[config.mk]
export PLATFORM = sky130hd
export DESIGN_NAME = fifo_unpacker
export DESIGN_NICKNAME = d
export VERILOG_FILES = /design/src/rtl/fifo_pkg.sv /design/src/rtl/fifo_unpacker.sv
export SDC_FILE = /design/constraint.sdc
export NUM_CORES = 1
export LEC_CHECK = 0
export CAP_MARGIN = 5
export CORE_UTILIZATION = 40
export CTS_BUF_LIST = sky130_fd_sc_hd__clkbuf_4
export CTS_CLUSTER_SIZE = 20
export DETAILED_ROUTE_END_ITERATION = 6
export PLACE_DENSITY = 0.7
export SYNTH_ARGS = -nofsm -noshare
export SYNTH_HDL_FRONTEND = slang
export SYNTH_SLANG_ARGS = --single-unit
export TNS_END_PERCENT = 1
[constraint.sdc]
create_clock -name clock -period 3.6 [get_ports clock]
set_clock_uncertainty 0.05 [all_clocks]
set_input_delay 0.54 -clock clock [delete_from_list [all_inputs] [get_ports clock]]
set_output_delay 0.54 -clock clock [all_outputs]
set_load 0.1 [all_outputs]
[src/rtl/fifo_pkg.sv]
// Shared types and sizing helpers for the FIFO family and its stream adapters.
package fifo_pkg;

   localparam int DATA_WIDTH = 32;

   typedef enum logic [1:0] {
      IDLE  = 2'd0,
      FETCH = 2'd1,
      SEND  = 2'd2
   } unpack_state_e;

   function automatic int unpack_ratio(input int in_w, input int out_w);
      return in_w / out_w;
   endfunction

   // Never narrower than one bit so an illegal ratio still elaborates far enough to report itself.
   function automatic int unpack_cnt_width(input int in_w, input int out_w);
      int w;
      w = $clog2(in_w / out_w);
      return (w < 1) ? 1 : w;
   endfunction

endpackage

[src/rtl/fifo_unpacker.sv]
// Drains words from a FIFO read port and serialises each into OUT_WIDTH-bit slices
// on a valid/ready stream, flagging the final slice of every word with out_last.
module fifo_unpacker
   import fifo_pkg::*;
#(
   parameter int IN_WIDTH  = DATA_WIDTH,
   parameter int OUT_WIDTH = 8,
   parameter bit LSB_FIRST = 1'b1
) (
   input  logic                 clock,
   input  logic                 reset,
   input  logic                 fifo_empty,
   output logic                 fifo_rd_en,
   input  logic [IN_WIDTH-1:0]  fifo_rd_data,
   output logic [OUT_WIDTH-1:0] out_data,
   output logic                 out_valid,
   input  logic                 out_ready,
   output logic                 out_last
);

   localparam int RATIO = unpack_ratio(IN_WIDTH, OUT_WIDTH);
   localparam int CNT_W = unpack_cnt_width(IN_WIDTH, OUT_WIDTH);

   if (RATIO < 2 || (IN_WIDTH % OUT_WIDTH) != 0) begin : g_bad_ratio
      $error("fifo_unpacker: IN_WIDTH must be an integer multiple (>= 2) of OUT_WIDTH");
   end

   unpack_state_e       state_reg, state_next;
   logic [CNT_W-1:0]    cnt_reg;
   logic [IN_WIDTH-1:0] shift_reg;
   logic                last_slice;

   assign last_slice = (cnt_reg == CNT_W'(RATIO - 1));
   assign out_data   = LSB_FIRST ? shift_reg[OUT_WIDTH-1:0]
                                 : shift_reg[IN_WIDTH-1 -: OUT_WIDTH];

   // Outputs are masked during reset so no slice or read can slip through the reset cycle.
   always_comb begin
      state_next = state_reg;
      fifo_rd_en = 1'b0;
      out_valid  = 1'b0;
      out_last   = 1'b0;
      case (state_reg)
         IDLE: begin
            fifo_rd_en = !fifo_empty && !reset;
            if (!fifo_empty) state_next = FETCH;
         end
         FETCH: state_next = SEND;
         SEND: begin
            out_valid = !reset;
            out_last  = last_slice && !reset;
            if (out_ready && last_slice) begin
               if (!fifo_empty) begin
                  fifo_rd_en = !reset;
                  state_next = FETCH;
               end else begin
                  state_next = IDLE;
               end
            end
         end
         default: state_next = IDLE;
      endcase
   end

   always_ff @(posedge clock) begin
      if (reset) begin
         state_reg <= IDLE;
         cnt_reg   <= '0;
      end else begin
         state_reg <= state_next;
         case (state_reg)
            FETCH: begin
               shift_reg <= fifo_rd_data;
               cnt_reg   <= '0;
            end
            SEND: begin
               if (out_ready) begin
                  if (LSB_FIRST) shift_reg <= shift_reg >> OUT_WIDTH;
                  else           shift_reg <= shift_reg << OUT_WIDTH;
                  cnt_reg <= cnt_reg + CNT_W'(1);
               end
            end
            default: ;
         endcase
      end
   end

endmodule
# Word level (Yosys, flattened, before mapping)
# Index checks and enable logic that the tools add are counted.
dict set report totals {
  reg_bits 36
  input_bits 36
  output_inout_bits 11
  wordCells 34
}
dict set report op_classes {
  addsub 1
  n_eq_ne 6
  muxes 13
  bitwise_logic 1
  n_reduce_logical 10
}
# cell count
set ops {}
lappend ops {{one-hot mux 32 bit (2 select lines)} 1}
lappend ops {{2-to-1 mux 32 bit} 1}
lappend ops {{2-to-1 mux 2 bit} 3}
lappend ops {{inequality test 2 bit, second input constant} 3}
lappend ops {{one-hot mux 2 bit (3 select lines)} 1}
lappend ops {{2-to-1 mux 1 bit} 5}
lappend ops {{== test 2 bit, second input constant} 2}
lappend ops {{one-hot mux 2 bit (2 select lines)} 1}
lappend ops {{AND reduction 2 bit} 2}
lappend ops {{logical AND 1 bit} 3}
lappend ops {{AND reduction 3 bit} 1}
lappend ops {{adder 2 x 1 -> 2 bit, second input constant} 1}
lappend ops {{== test 2 x 1 -> 1 bit, second input constant} 1}
lappend ops {{logical NOT 1 bit} 2}
lappend ops {{logical NOT 2 bit} 1}
lappend ops {{one-hot mux 1 bit (2 select lines)} 1}
lappend ops {{nonzero test 2 bit} 1}
lappend ops {{NOT 1 bit} 1}

# Logic depth before layout (Yosys ltp)
dict set report logic_depth {
  ltp_word 4
  mapped_depth 6
  depth_no_buf 5
}

# Least setup slack after synthesis
# OpenSTA, ideal clock, no wires.
dict set report synth_path {
  path_kind {register to register}
  from {register state_reg[0]}
  to {register shift_reg[0] (enable)}
  setup_ps 468
  arrival_time_ps 3178
  t_required_ps 3082
  setup_slack_ps -96
  path_stages_with_launch 5
  n_path_buf 0
  synth_period_minus_slack_ps 3696
  path_cell_list {dfxtp_1 inv_1 ha_1 nor2b_1 nor3b_1}
}
dict set report synth_via {
  elab_chain_cells 3
  elab_cells_between_ends 5
  cone_classes {eq/ne (3); reduce/logical (2)}
}
# element line_no
set synth_lines {}
lappend synth_lines {{start, declared} fifo_unpacker.sv:28} ;# unpack_state_e state_reg, state_next;
lappend synth_lines {{start signal, assigned} fifo_unpacker.sv:70} ;# state_reg <= state_next;
lappend synth_lines {{== test 2 bit or == test 2 x 1 -> 1 bit (tied branches)} fifo_unpacker.sv:71} ;# case (state_reg)
lappend synth_lines {{inequality test 2 bit (no line) or nonzero test 2 bit (tied branches)} -}
lappend synth_lines {{AND reduction 3 bit (no line) *} -}
lappend synth_lines {{end signal, assigned} fifo_unpacker.sv:73} ;# shift_reg <= fifo_rd_data;
lappend synth_lines {{end signal, assigned} fifo_unpacker.sv:78} ;# if (LSB_FIRST) shift_reg <= shift_reg >> OUT_WIDTH;
lappend synth_lines {{end signal, assigned} fifo_unpacker.sv:79} ;# else shift_reg <= shift_reg << OUT_WIDTH;
lappend synth_lines {{end, declared} fifo_unpacker.sv:30} ;# logic [IN_WIDTH-1:0] shift_reg;
# Mark *: on every way between the ends. The rest lies on a longest branch, timed or not.
# A chain may end at the register's enable or synchronous reset.

# Worst setup path in the final report
dict set report layout_path {
  from {register shift_reg[0]}
  to {output port out_data[0]}
}
# element line_no
set layout_rtl {}
lappend layout_rtl {{end, declared} fifo_unpacker.sv:15} ;# output logic [OUT_WIDTH-1:0] out_data,
# No word-level cell between the ends.

==> impl_results.md <==
* Core area at 4000 µm²
* Clock buffer depth at 2
* Worst EP arrival at 1.79 ns
* Sequential cell area fraction in the yosys report at 0.6251
* Max cap viols at 0
* Rows at 23
* Delay-heaviest family, CP: buffers and inverters
* Yosys cell types at 21
* Crit path kind: reg -> out
* CP required at 3.01 ns
* Syn Std Cell Area at 1665 µm²
* Top Ports at 47
* Placed cell areas at 2125 µm²
* Placed Instances at 197
* First-pass GRT wire length at 4209 µm
* Clock tree sinks at 36
* CP startpoint kind: flop
* Synthesized net count at 152
* Routed WL per cell at 12.65 µm
* Final worst setup slack at 1.221 ns
* Fin area at 2181 µm²
* DRC violations left at 0
* Ys async rst share at 0
* Worst hold-check path type: reg -> reg
* Cts repair resizes at 0
* Mean Syn Cell Area at 15.00 µm²
* Largest net degree at the start of global routing at 35
* Commonest cells post-synth: edfxtp_1, mux2_2, buf_4, nor2b_1, ha_1
* Syn. warnings at 0
* CP max stage delay at 1.12 ns
* EDFF count, synth at 32
* # nets final at 195
* RSZ-0062 raised after global routing: no
* CTS root buf: clkbuf_4
* Status: completed
* Initial antenna violation count at 0
* Final WL at 2593 µm
* Starting density of the core at 0.4163
* Worst path bufs/invs at 1
* Crit path cell chain: clkdlybuf4s50_1
* Top FF cell, synth: edfxtp_1
* Clock latency at the later pin of the worst-skew pair at 0.33 ns
* Total track usage at 0.1317
* Slew HR at 0.3550
* I/O Buffers at 46
* Synth top area share at 0.5770
* Smallest hold slack at 0.4508 ns
* Most numerous cell in the Yosys netlist: edfxtp_1
* Setup violators final at 0
* 1st-pass router iterations at 4
* CP Capture Type: output port
* CTS tree: done
* Final cell count without fillers at 205
* Worst-path maximum fanout at 1
* Worst Tran Pin Value at 0.9644 ns
* Sequential Power Share at 0.557
* Share of layout cells above drive strength 1 at 0.2645
* Dpl ws at 1.280 ns
* Clock transition at path regs at 0.10 ns
* GRT Residual Overflow at 0
* Pwr dens at 413.2 nW/µm²
* Max IR drop VDD at 0.2067 mV
* Vias in the first global route at 963
* Slew Limit Fails at 0
* Max FFs per register at 32
* Via density at 4.766
* Tot Pwr at 901.2 µW
* DIE AREA at 4426 µm²
* Yosys reg bits at 36
* Width of the die at 66.53 µm
* Fill count at 329
* Hold-fix buffers, CTS at 0
* Switching part of the total power at 0.2596
* Hold Vio Cnt, Final at 0
* Sw Pwr at 234.0 µW
* Slowest CP cell: clkdlybuf4s50_1
* Ant diodes at 0
* Initial DRC count at 51
* Final Cycle Share at 0.6608
* Layout area overhead at 30.95%
* Detailed Place HPWL at 1772 µm
* Min Clock Period, post-route at 2.379 ns
* Cell count after synthesis at 111
* Vias at 977
* Die H at 66.53 µm
* Clock network power share at 0.235
* Pint at 667.2 µW
* Setup bufs post-CTS at 0
* TritonCTS Buffers at 5
* Synth top area cells: edfxtp_1, mux2_2, dfxtp_1, buf_4, ha_1
* Gate power share at 0.209
* Achievable frequency at 420.4 MHz
* LEAKAGE at 0.7521 nW
* Routed Antenna Nets at 0
* Leading area contributor after synthesis: edfxtp_1
* Gpl congestion at 0.6553
* Flop-to-flop setup slack at 1.74 ns
* H-tree Lvls at 2
-- layout by cell type (no fill, tap or decap), drive strengths merged --
cell / Yosys / final
clkdlybuf4s50: 0 / 43
edfxtp: 32 / 32
mux2: 24 / 24
nor2b: 10 / 10
clkbuf: 0 / 7
buf: 12 / 5
ha: 5 / 5
inv: 4 / 4
a21oi: 4 / 4
dfxtp: 4 / 4
o21ai: 3 / 3
and2: 2 / 2
nor2: 2 / 2
a31oi: 1 / 1
nor3: 1 / 1
nor3b: 1 / 1
a211oi: 1 / 1
a21boi: 1 / 1
a21bo: 1 / 1
o2111ai: 1 / 1
nand3b: 1 / 1
nand3: 1 / 1
clkinv: 0 / 1
-- layout make-up --
cell class / count / area (µm²) / area share
Clock buffer: 7 / 52.55 / 0.02410
Clock inverter: 1 / 3.754 / 0.001721
Inverter: 4 / 15.01 / 0.006885
Multi-Input combinational cell: 59 / 538.0 / 0.2467
Sequential cell: 36 / 1041 / 0.4773
Tap cell: 50 / 62.56 / 0.02869
Timing Repair Buffer: 48 / 467.9 / 0.2146
-- metal layers --
metal,up-vias,part of all wire,GRT usage
met1,445,0.43,0.1505
met3,4,0.073,0.05137
li1,485,-,-
met2,43,0.48,0.2156
met4,0,0.016,0.06117
met5,-,0,0
-- logic make-up (layout without fill, tap and decap cells) --
| logic type | after synthesis | after routing | share of synthesized area |
|---|---|---|---|
| buffers and inverters | 16 | 60 | 0.06010 |
| adder cells (fa/ha/maj) | 5 | 5 | 0.03757 |
| multiplexers | 24 | 24 | 0.1623 |
| flip-flops | 36 | 36 | 0.6251 |
| AO/OA/AOI/OAI | 12 | 12 | 0.04734 |
| AND/OR/NAND/NOR | 18 | 18 | 0.06762 |
-- power by group through the flow --
stage / Combinational (mW) / Sequential (mW) / Clock (mW)
finish: 0.188 / 0.502 / 0.211
floorplan: 0.130 / 0.509 / 0
CTS: 0.190 / 0.502 / 0.219
global route: 0.201 / 0.505 / 0.237
global placement: 0.187 / 0.510 / 0
detailed placement: 0.188 / 0.512 / 0
-- metrics by stage --
stage,utilization,TNS [ns]
2_1_floorplan,-,-0.03409
3_3_place_gp,0.5311,0
3_5_place_dp,0.5311,0
4_1_cts,0.5452,0
5_1_grt,0.5452,0
6_report,0.5452,0
-- final timing paths --
check,startpoint,to,depth (start not counted)
max reg2reg,state_reg[0]$_SDFFE_PP0P_,shift_reg[21]$_DFFE_PP_,5
max,shift_reg[0]$_DFFE_PP_,out_data[0],1
min reg2reg,cnt_reg[0]$_SDFFE_PP0P_,cnt_reg[0]$_SDFFE_PP0P_,1
min,cnt_reg[0]$_SDFFE_PP0P_,cnt_reg[0]$_SDFFE_PP0P_,1
Note: power is estimated with default switching activity, not from simulation.
